===== src/rtl/pixel_sort_pkg.sv =====
`timescale 1ns/1ps
`default_nettype none
// ============================================================================
//  Module      : pixel_sort_pkg
//  Description : Shared constants and the Batcher odd-even merge wiring table
//                for the 8-input ascending pixel sorter.
//  Revision    : 1.0  initial release
// ============================================================================
package pixel_sort_pkg;

    // Default pixel width, element count and comparator layer count
    localparam int c_DATA_W_DEF   = 16;
    localparam int c_N_ELEM       = 8;
    localparam int c_N_LAYERS     = 6;
    // Registered comparator stages, two comparator layers each
    localparam int c_N_CMP_STAGES = 3;

    // Sample-to-result latency in clk cycles
`ifdef PIXEL_SORT_IN_REG_EN
    localparam int c_PIPE_DEPTH   = 4;
`else
    localparam int c_PIPE_DEPTH   = 3;
`endif

    // Partner lane of 'lane' in comparator 'layer' of the 8-element Batcher
    // odd-even merge network. Returns 'lane' itself when the lane passes
    // through the layer untouched. The smaller index of a pair receives min.
    function automatic int cmp_partner(input int layer, input int lane);
        int p;
        p = lane;
        if (layer < c_N_LAYERS) begin
            case (layer)
                0: p = lane ^ 1;
                1: p = lane ^ 2;
                2: begin
                    if (lane == 1 || lane == 5)      p = lane + 1;
                    else if (lane == 2 || lane == 6) p = lane - 1;
                end
                3: p = lane ^ 4;
                4: begin
                    if (lane == 2 || lane == 3)      p = lane + 2;
                    else if (lane == 4 || lane == 5) p = lane - 2;
                end
                5: begin
                    if (lane == 1 || lane == 3 || lane == 5)      p = lane + 1;
                    else if (lane == 2 || lane == 4 || lane == 6) p = lane - 1;
                end
                default: p = lane;
            endcase
        end
        return p;
    endfunction

endpackage
`default_nettype wire


===== src/rtl/pixel_cmp_swap.sv =====
`timescale 1ns/1ps
`default_nettype none
// ============================================================================
//  Module      : pixel_cmp_swap
//  Description : Combinational compare-exchange. lo = min(a,b), hi = max(a,b);
//                equal inputs pass straight through unchanged.
//  Revision    : 1.0  initial release
// ============================================================================
module pixel_cmp_swap #(
    parameter int DATA_W = 16
) (
    input  logic [DATA_W-1:0] a,
    input  logic [DATA_W-1:0] b,
    output logic [DATA_W-1:0] lo,
    output logic [DATA_W-1:0] hi
);

    logic w_swap;

    // Swap only on strict inequality so equal values keep their lanes
    always_comb begin
        w_swap = (b < a);
        lo     = w_swap ? b : a;
        hi     = w_swap ? a : b;
    end

endmodule
`default_nettype wire


===== src/rtl/pixel_sort_asc.sv =====
`timescale 1ns/1ps
`default_nettype none
// ============================================================================
//  Module      : pixel_sort_asc
//  Description : Pipelined 8-input ascending sorter built from a 19-element,
//                6-layer Batcher odd-even merge network. Three registered
//                stages of two layers each feed a result register that only
//                loads on valid data. Throughput one set per cycle.
//  Options     : PIXEL_SORT_IN_REG_EN - adds an input register in front of
//                layer 1 (latency 4 instead of 3).
//  Revision    : 1.0  initial release
// ============================================================================
module pixel_sort_asc
    import pixel_sort_pkg::*;
#(
    parameter int DATA_W = c_DATA_W_DEF
) (
    input  logic              clk,
    input  logic              reset,
    input  logic              enable,
    input  logic [DATA_W-1:0] Pixel_in1,
    input  logic [DATA_W-1:0] Pixel_in2,
    input  logic [DATA_W-1:0] Pixel_in3,
    input  logic [DATA_W-1:0] Pixel_in4,
    input  logic [DATA_W-1:0] Pixel_in5,
    input  logic [DATA_W-1:0] Pixel_in6,
    input  logic [DATA_W-1:0] Pixel_in7,
    input  logic [DATA_W-1:0] Pixel_in8,
    output logic [DATA_W-1:0] Pixel_out1,
    output logic [DATA_W-1:0] Pixel_out2,
    output logic [DATA_W-1:0] Pixel_out3,
    output logic [DATA_W-1:0] Pixel_out4,
    output logic [DATA_W-1:0] Pixel_out5,
    output logic [DATA_W-1:0] Pixel_out6,
    output logic [DATA_W-1:0] Pixel_out7,
    output logic [DATA_W-1:0] Pixel_out8,
    output logic              valid_out
);

    // Valid chain: optional input stage, three comparator stages, result.
    // The newest bit sits at index 0, valid_out is the top bit.
    localparam int c_VLD_LEN = c_PIPE_DEPTH + 1;
    localparam int c_V_S1    = c_VLD_LEN - c_N_CMP_STAGES - 1;
    localparam int c_V_S2    = c_V_S1 + 1;
    localparam int c_V_S3    = c_V_S1 + 2;

    logic [c_VLD_LEN-1:0] vld_q;

    logic [DATA_W-1:0] w_pix_in [c_N_ELEM];
    logic [DATA_W-1:0] w_src    [c_N_ELEM];
    logic              w_src_vld;

    logic [DATA_W-1:0] lay1_d [c_N_ELEM];
    logic [DATA_W-1:0] lay2_d [c_N_ELEM];
    logic [DATA_W-1:0] lay3_d [c_N_ELEM];
    logic [DATA_W-1:0] lay4_d [c_N_ELEM];
    logic [DATA_W-1:0] lay5_d [c_N_ELEM];
    logic [DATA_W-1:0] lay6_d [c_N_ELEM];

    logic [DATA_W-1:0] s1_q  [c_N_ELEM];
    logic [DATA_W-1:0] s2_q  [c_N_ELEM];
    logic [DATA_W-1:0] s3_q  [c_N_ELEM];
    logic [DATA_W-1:0] out_q [c_N_ELEM];

    assign w_pix_in[0] = Pixel_in1;
    assign w_pix_in[1] = Pixel_in2;
    assign w_pix_in[2] = Pixel_in3;
    assign w_pix_in[3] = Pixel_in4;
    assign w_pix_in[4] = Pixel_in5;
    assign w_pix_in[5] = Pixel_in6;
    assign w_pix_in[6] = Pixel_in7;
    assign w_pix_in[7] = Pixel_in8;

`ifdef PIXEL_SORT_IN_REG_EN
    logic [DATA_W-1:0] in_q [c_N_ELEM];

    // Input register: capture the pixel set only when it is qualified
    always_ff @(posedge clk or posedge reset) begin
        if (reset) begin
            for (int i = 0; i < c_N_ELEM; i++) in_q[i] <= '0;
        end else if (enable) begin
            for (int i = 0; i < c_N_ELEM; i++) in_q[i] <= w_pix_in[i];
        end
    end

    assign w_src     = in_q;
    assign w_src_vld = vld_q[0];
`else
    assign w_src     = w_pix_in;
    assign w_src_vld = enable;
`endif

    // Comparator layers 1..6; the lower lane of each pair owns the instance
    for (genvar k = 0; k < c_N_ELEM; k++) begin : g_lay1
        if (cmp_partner(0, k) == k) begin : g_pass
            assign lay1_d[k] = w_src[k];
        end else if (cmp_partner(0, k) > k) begin : g_cmp
            pixel_cmp_swap #(.DATA_W(DATA_W)) u_cmp (
                .a (w_src[k]),  .b (w_src[cmp_partner(0, k)]),
                .lo(lay1_d[k]), .hi(lay1_d[cmp_partner(0, k)])
            );
        end
    end

    for (genvar k = 0; k < c_N_ELEM; k++) begin : g_lay2
        if (cmp_partner(1, k) == k) begin : g_pass
            assign lay2_d[k] = lay1_d[k];
        end else if (cmp_partner(1, k) > k) begin : g_cmp
            pixel_cmp_swap #(.DATA_W(DATA_W)) u_cmp (
                .a (lay1_d[k]), .b (lay1_d[cmp_partner(1, k)]),
                .lo(lay2_d[k]), .hi(lay2_d[cmp_partner(1, k)])
            );
        end
    end

    for (genvar k = 0; k < c_N_ELEM; k++) begin : g_lay3
        if (cmp_partner(2, k) == k) begin : g_pass
            assign lay3_d[k] = s1_q[k];
        end else if (cmp_partner(2, k) > k) begin : g_cmp
            pixel_cmp_swap #(.DATA_W(DATA_W)) u_cmp (
                .a (s1_q[k]),   .b (s1_q[cmp_partner(2, k)]),
                .lo(lay3_d[k]), .hi(lay3_d[cmp_partner(2, k)])
            );
        end
    end

    for (genvar k = 0; k < c_N_ELEM; k++) begin : g_lay4
        if (cmp_partner(3, k) == k) begin : g_pass
            assign lay4_d[k] = lay3_d[k];
        end else if (cmp_partner(3, k) > k) begin : g_cmp
            pixel_cmp_swap #(.DATA_W(DATA_W)) u_cmp (
                .a (lay3_d[k]), .b (lay3_d[cmp_partner(3, k)]),
                .lo(lay4_d[k]), .hi(lay4_d[cmp_partner(3, k)])
            );
        end
    end

    for (genvar k = 0; k < c_N_ELEM; k++) begin : g_lay5
        if (cmp_partner(4, k) == k) begin : g_pass
            assign lay5_d[k] = s2_q[k];
        end else if (cmp_partner(4, k) > k) begin : g_cmp
            pixel_cmp_swap #(.DATA_W(DATA_W)) u_cmp (
                .a (s2_q[k]),   .b (s2_q[cmp_partner(4, k)]),
                .lo(lay5_d[k]), .hi(lay5_d[cmp_partner(4, k)])
            );
        end
    end

    for (genvar k = 0; k < c_N_ELEM; k++) begin : g_lay6
        if (cmp_partner(5, k) == k) begin : g_pass
            assign lay6_d[k] = lay5_d[k];
        end else if (cmp_partner(5, k) > k) begin : g_cmp
            pixel_cmp_swap #(.DATA_W(DATA_W)) u_cmp (
                .a (lay5_d[k]), .b (lay5_d[cmp_partner(5, k)]),
                .lo(lay6_d[k]), .hi(lay6_d[cmp_partner(5, k)])
            );
        end
    end

    // Valid chain shifts every cycle; enable enters at the bottom
    always_ff @(posedge clk or posedge reset) begin
        if (reset) begin
            vld_q <= '0;
        end else begin
            vld_q <= {vld_q[c_VLD_LEN-2:0], enable};
        end
    end

    // Comparator stage registers load only alongside a valid set
    always_ff @(posedge clk or posedge reset) begin
        if (reset) begin
            for (int i = 0; i < c_N_ELEM; i++) begin
                s1_q[i] <= '0;
                s2_q[i] <= '0;
                s3_q[i] <= '0;
            end
        end else begin
            if (w_src_vld) begin
                for (int i = 0; i < c_N_ELEM; i++) s1_q[i] <= lay2_d[i];
            end
            if (vld_q[c_V_S1]) begin
                for (int i = 0; i < c_N_ELEM; i++) s2_q[i] <= lay4_d[i];
            end
            if (vld_q[c_V_S2]) begin
                for (int i = 0; i < c_N_ELEM; i++) s3_q[i] <= lay6_d[i];
            end
        end
    end

    // Result register holds the last sorted set between valid pulses
    always_ff @(posedge clk or posedge reset) begin
        if (reset) begin
            for (int i = 0; i < c_N_ELEM; i++) out_q[i] <= '0;
        end else if (vld_q[c_V_S3]) begin
            for (int i = 0; i < c_N_ELEM; i++) out_q[i] <= s3_q[i];
        end
    end

    assign Pixel_out1 = out_q[0];
    assign Pixel_out2 = out_q[1];
    assign Pixel_out3 = out_q[2];
    assign Pixel_out4 = out_q[3];
    assign Pixel_out5 = out_q[4];
    assign Pixel_out6 = out_q[5];
    assign Pixel_out7 = out_q[6];
    assign Pixel_out8 = out_q[7];
    assign valid_out  = vld_q[c_VLD_LEN-1];

endmodule
`default_nettype wire


===== config.mk =====
export PLATFORM = sky130hd
export DESIGN_NAME = pixel_sort_asc
export DESIGN_NICKNAME = d
export VERILOG_FILES = /design/src/rtl/pixel_sort_pkg.sv /design/src/rtl/pixel_cmp_swap.sv /design/src/rtl/pixel_sort_asc.sv
export SDC_FILE = /design/constraint.sdc
export NUM_CORES = 2
export LEC_CHECK = 0
export CORE_ASPECT_RATIO = 1.75
export CORE_MARGIN = 2
export CORE_UTILIZATION = 50
export CTS_CLUSTER_SIZE = 28
export DETAILED_ROUTE_END_ITERATION = 7
export PLACE_DENSITY = 0.69
export SLEW_MARGIN = 5
export SYNTH_ARGS = -nofsm -noshare
export SYNTH_HDL_FRONTEND = slang
export SYNTH_SLANG_ARGS = --single-unit
export TNS_END_PERCENT = 50

===== constraint.sdc =====
create_clock -name clk -period 22.4 [get_ports clk]
set_input_delay 4.48 -clock clk [delete_from_list [all_inputs] [get_ports clk]]
set_output_delay 4.48 -clock clk [all_outputs]
set_load 0.02 [all_outputs]

==> Yosys cells after proc, flatten, opt, wreduce, memory -nomap -nowiden <==
Cells that the tools add are included.
{ "totals": {"input_bits": 131, "register_bits": 516, "elab_cells": 90, "output_inout_bits": 129} }
{ "op_classes": {"muxes": 38, "n_lt_le_gt_ge": 19} }
{ "ops": {"columns": ["operator", "n"], "rows": [
  ["$mux W16", 38],
  ["$lt A16 B16 Y1", 19]
]} }

==> Longest topological paths before layout <==
{ "depth": {"depth_word": 4, "depth_mapped": 21, "mapped_depth_nobuf": 18} }

==> Cells and area by module <==
Synthesis repeated with hierarchy kept, for this count alone.
{ "hier_totals": {"hier_cells": 2738, "area_unflattened_um2": 34630.7} }
{ "modules_own_cells": {"columns": ["module", "n_inst", "area_per_inst_um2", "seq_area_each_um2", "cells_per_inst"], "rows": [
  ["pixel_sort_asc", 1, 19392.3, 12912.4, 1085],
  ["pixel_cmp_swap", 19, 802.0, 0.0, 87]
]} }

==> Least setup slack after synthesis <==
Ideal clock, no wire load.
{ "synth_timing": {"path_type": "input port to flip-flop", "startpoint": "input Pixel_in7[5]", "endpoint": "register s1_q[33] (netlist name)", "slack_ps": 13996, "required_time_ps": 22319, "stages": 21, "t_arrival_ps": 8323, "setup_time_ps": 81, "n_path_buf": 3, "path_cell_list": "inv_1 -> ha_1 -> nand2_1 -> nor3_1 -> a21oi_1 -> o31ai_1 -> buf_2 -> buf_2 -> nor2_1 -> a21oi_1 -> inv_1 -> ha_1 -> a21o_1 -> a21o_1 -> a21oi_1 -> o21a_1 -> o41ai_1 -> o31ai_2 -> buf_4 -> mux2_1 -> mux2i_1"} }
{ "synth_via": {"elab_chain_len": 4} }
{ "synth_rtl": {"columns": ["item", "line", "source"], "rows": [
  ["start: declaration", "pixel_sort_asc.sv:27", "input logic [DATA_W-1:0] Pixel_in7,"],
  ["$lt A16 B16 Y1", "pixel_cmp_swap.sv:22", "w_swap = (b < a);"],
  ["$mux W16 (*)", "pixel_cmp_swap.sv:24", "hi = w_swap ? a : b;"],
  ["$lt A16 B16 Y1", "pixel_cmp_swap.sv:22", null],
  ["$mux W16 (*)", "pixel_cmp_swap.sv:23", "lo = w_swap ? b : a;"],
  ["end signal: indexed assignment", "pixel_sort_asc.sv:173", "s1_q[i] <= '0;"],
  ["end: declaration", "pixel_sort_asc.sv:60", "logic [DATA_W-1:0] s1_q [c_N_ELEM];"]
]} }
Mark *: on every way between the ends. The rest lies on a longest branch, timed or not.
A chain may end at the register's enable or synchronous reset.

==> Final worst setup path <==
{ "layout_timing": {"startpoint": "input Pixel_in3[5]", "endpoint": "register s1_q[110] (netlist name)"} }
{ "layout_via": {"elab_chain_len": 4} }
{ "layout_rtl": {"columns": ["item", "line", "source"], "rows": [
  ["start: declaration", "pixel_sort_asc.sv:23", "input logic [DATA_W-1:0] Pixel_in3,"],
  ["$lt A16 B16 Y1", "pixel_cmp_swap.sv:22", null],
  ["$mux W16 (*)", "pixel_cmp_swap.sv:24", null],
  ["$lt A16 B16 Y1", "pixel_cmp_swap.sv:22", null],
  ["$mux W16 (*)", "pixel_cmp_swap.sv:23", null]
]} }
Marks and branches as above.

==> run metrics <==
total nets after synthesis 3743; wire length of the first global-routing pass 157000 µm; Crit path required time 22.85 ns; DR pass1 iterations 8; number of synthesized register bits 516; wire length reported by the detailed router 104000 µm; biggest area contributors in the synthesized netlist dfrtp_1, ha_1, mux2_2; post-route non-filler standard cell count 4313; area inside the core boundary 0.0642 mm²; number of maximum-capacitance constraint violations 0; detailed-route via count 26265; routed length per instance 24.2 µm; sort of element at the end of the critical path flop; WP data arrival 10.83 ns; GR Util All Layers 31.3%; layout-stage area growth over the synthesis result 14.8%; type of the most critical hold path flop to flop; Setup Fix Bufs, Post-CTS 0; Ys Warns 0; relative slew slack 18.0%; synthesized area per cell 9.71 µm²; io pins 260; Final period util 46.4%; worst slew pin tran 1.23 ns; vias per cell 6.09; violations in the final reports DRC; Startpoint Class input pin; peak clock frequency supported by timing 96.3 MHz; max-slew violation count 0; Max Clock Skew 0.0343 ns; post-DP HPWL 81100 µm; final setup slack of the worst path 12.01 ns; Primary FF master, synth dfrtp_1; Finish-stage setup viols 0; global route total overflow 0; number of instances in the synthesized netlist 3327; top-area cell type share of the netlist area 40.0%; total standard cell area after synthesis 0.0323 mm²; overall die area 0.0668 mm²; initial core utilization 50.4%; ys async rst share 100%; antenna violations before repair 1; cells resized by post-CTS repair 0; Row Count 123; post-synthesis cell type with the largest combined area dfrtp_1; Port-buffer cells 259; vertical die dimension 340 µm; deepest level of the CTS H-tree 2; Critical Setup Path Class input pin to flop; remaining antenna violation count 0; Bufs on Longest Clock Path 3; number of distinct library cells after synthesis 68; number of DRC markers after the initial detailed-route iteration 1947; worst setup timing slack at the placement stage 11.45 ns; number of clock sinks 516; Clk Tree Root Cell clkbuf_16; Peak supply drop 0.146 mV; maximum number of pins on one net before global-route repair 137; TNS Setup 0 ns; overall die width 196 µm; hold buffer count at CTS 0; number of nets at the end of the flow 3879; Num CTS Buffers 48; clock-pin slew on the worst setup and hold paths 0.07 ns; result of the run finished with violations; leakage power 16.8 nW; TritonCTS clock tree done; final hold violation count 0; vias in the first global route 25905; latest clock arrival within the worst-skew pair 0.63 ns; Placed Cells 4225; PD cells 169 mW/mm²; worst-path fanout max 32; crit path time final 10.39 ns; RSZ-0062 raised after global routing no; Routability Congestion 0.982; number of enable flip-flop cells after synthesis 0; count of unresolved DRC violations after routing 1; fraction of final layout cells with drive strength greater than 1 12.7%; proportion of synthesized chip area in sequential cells 40.0%
[sequential cells by signal, summed over array words and instances (netlist names)]
register	flops
s3_q	128
lay3_d	64
lay5_d	64
s1_q	64
s2_q	64
Pixel_out1	16
Pixel_out2	16
Pixel_out3	16
Pixel_out4	16
Pixel_out5	16
Pixel_out6	16
Pixel_out7	16
Pixel_out8	16
vld_q	4
[power by group]
part	internal, mW	leakage (nW)	switching, mW
Clock	0.478	0.785	0.381
Combinational	1.44	10.0	2.20
Sequential	1.38	6.00	0.393
Total	3.30	16.8	2.97
[Yosys cell counts, drive strengths merged (4+ instances only)]
master and number:
a211o 4, a211oi 16, a21o 52, a21oi 206, a221oi 50, a222oi 26
a22oi 4, a2bb2oi 48, a311oi 32, a31o 4, a31oi 29, and2 5
and3 4, buf 60, clkbuf 145, dfrtp 516, ha 285, inv 382
mux2 292, mux2i 132, nand2 186, nand2b 14, nand3 99, nand4 65
nor2 200, nor2b 21, nor3 62, o211ai 52, o21a 15, o21ai 135
o21bai 4, o221ai 63, o22ai 29, o311ai 16, o31a 18, o31ai 6
or3b 15
[logic make-up (layout without fill, tap and decap cells)]
logic type	after synthesis	after routing	share of synthesized area (%)
buffers and inverters	587	760	7.11
multiplexers	424	424	14.3
AO/OA/AOI/OAI	830	830	17.8
other	0	1	0
adder cells (fa/ha/maj)	285	285	11.0
AND/OR/NAND/NOR	685	685	9.81
flip-flops	516	516	40.0
[cells in the final DEF, fill, tap and decap left out, types with 13 or more instances in the layout]
cell	n
nand3_1	99
o21ai_0	130
nor2b_1	21
a2bb2oi_1	47
inv_1	380
nor2_1	200
nand2_1	186
a21o_1	52
a211oi_1	15
mux2_2	287
nand4_1	65
o21a_1	15
o22ai_1	29
a221oi_1	48
o221ai_1	63
clkbuf_1	13
clkdlybuf4s50_1	258
a311oi_1	32
a31oi_1	24
a222oi_1	26
ha_1	285
o31a_1	18
mux2i_1	132
or3b_2	15
o211ai_1	49
nand2b_1	14
o311ai_0	15
buf_4	31
nor3_1	62
clkbuf_16	49
a21oi_1	206
dfrtp_1	513
[layer usage]
metal / share of wire (%) / track usage (%) / vias to the layer above
met5: 0 / 0 / -
met4: 11 / 28.5 / 0
met3: 4.9 / 3.84 / 325
met2: 48 / 52.3 / 921
met1: 37 / 34.7 / 12667
li1: - / - / 12352
[critical path, stage by stage]
cell	delay, ns
clkdlybuf4s50_1	0.52
inv_1	0.07
ha_1	0.30
a21oi_1	0.15
o21ai_0	0.21
a221o_1	0.42
a31oi_1	0.24
nand2_1	0.68
o21ai_0	0.94
ha_1	0.38
a21o_1	0.16
a21o_1	0.18
a21oi_1	0.22
nor3b_1	0.19
and3_1	0.17
buf_4	0.33
and2_1	0.95
o211ai_1	0.23
[per-stage QoR]
stage,total power [mW],utilization [%],hold WS (ns),instance area (µm²)
final,6.27,57.8,0.488,37100
after global routing,6.72,57.8,0.514,37100
after CTS,6.26,57.8,0.492,37100
after detailed placement,5.38,55.3,0.485,35500
after global placement,5.31,55.3,0.477,35500
after floorplan,4.14,-,0.352,32300
[worst paths after layout]
check / startpoint / to / slack (ns) / cells past startpoint
max in group asynchronous: reset / vld_q[0] / 15.16 / 5
worst min-delay path: lay3_d[122] / lay5_d[122] / 0.49 / 1
worst max-delay path: Pixel_in3[5] / s1_q[110] / 12.01 / 18
min in group asynchronous: reset / Pixel_out6[10] / 4.38 / 2
worst min register to register: lay3_d[122] / lay5_d[122] / 0.49 / 1
worst max register to register: s2_q[46] / s3_q[58] / 16.32 / 15
[cell type report]
class | instances | area (µm²)
repair buffers | 291 | 2850
inverters | 382 | 1440
multi-input cells | 2224 | 17300
well taps | 812 | 1020
clock buffers | 73 | 1430
clock inverters | 14 | 190
fillers | 5629 | 27100
diodes | 1 | 2.50
flip-flops and latches | 516 | 12900
(Power assumes the default switching activity.)
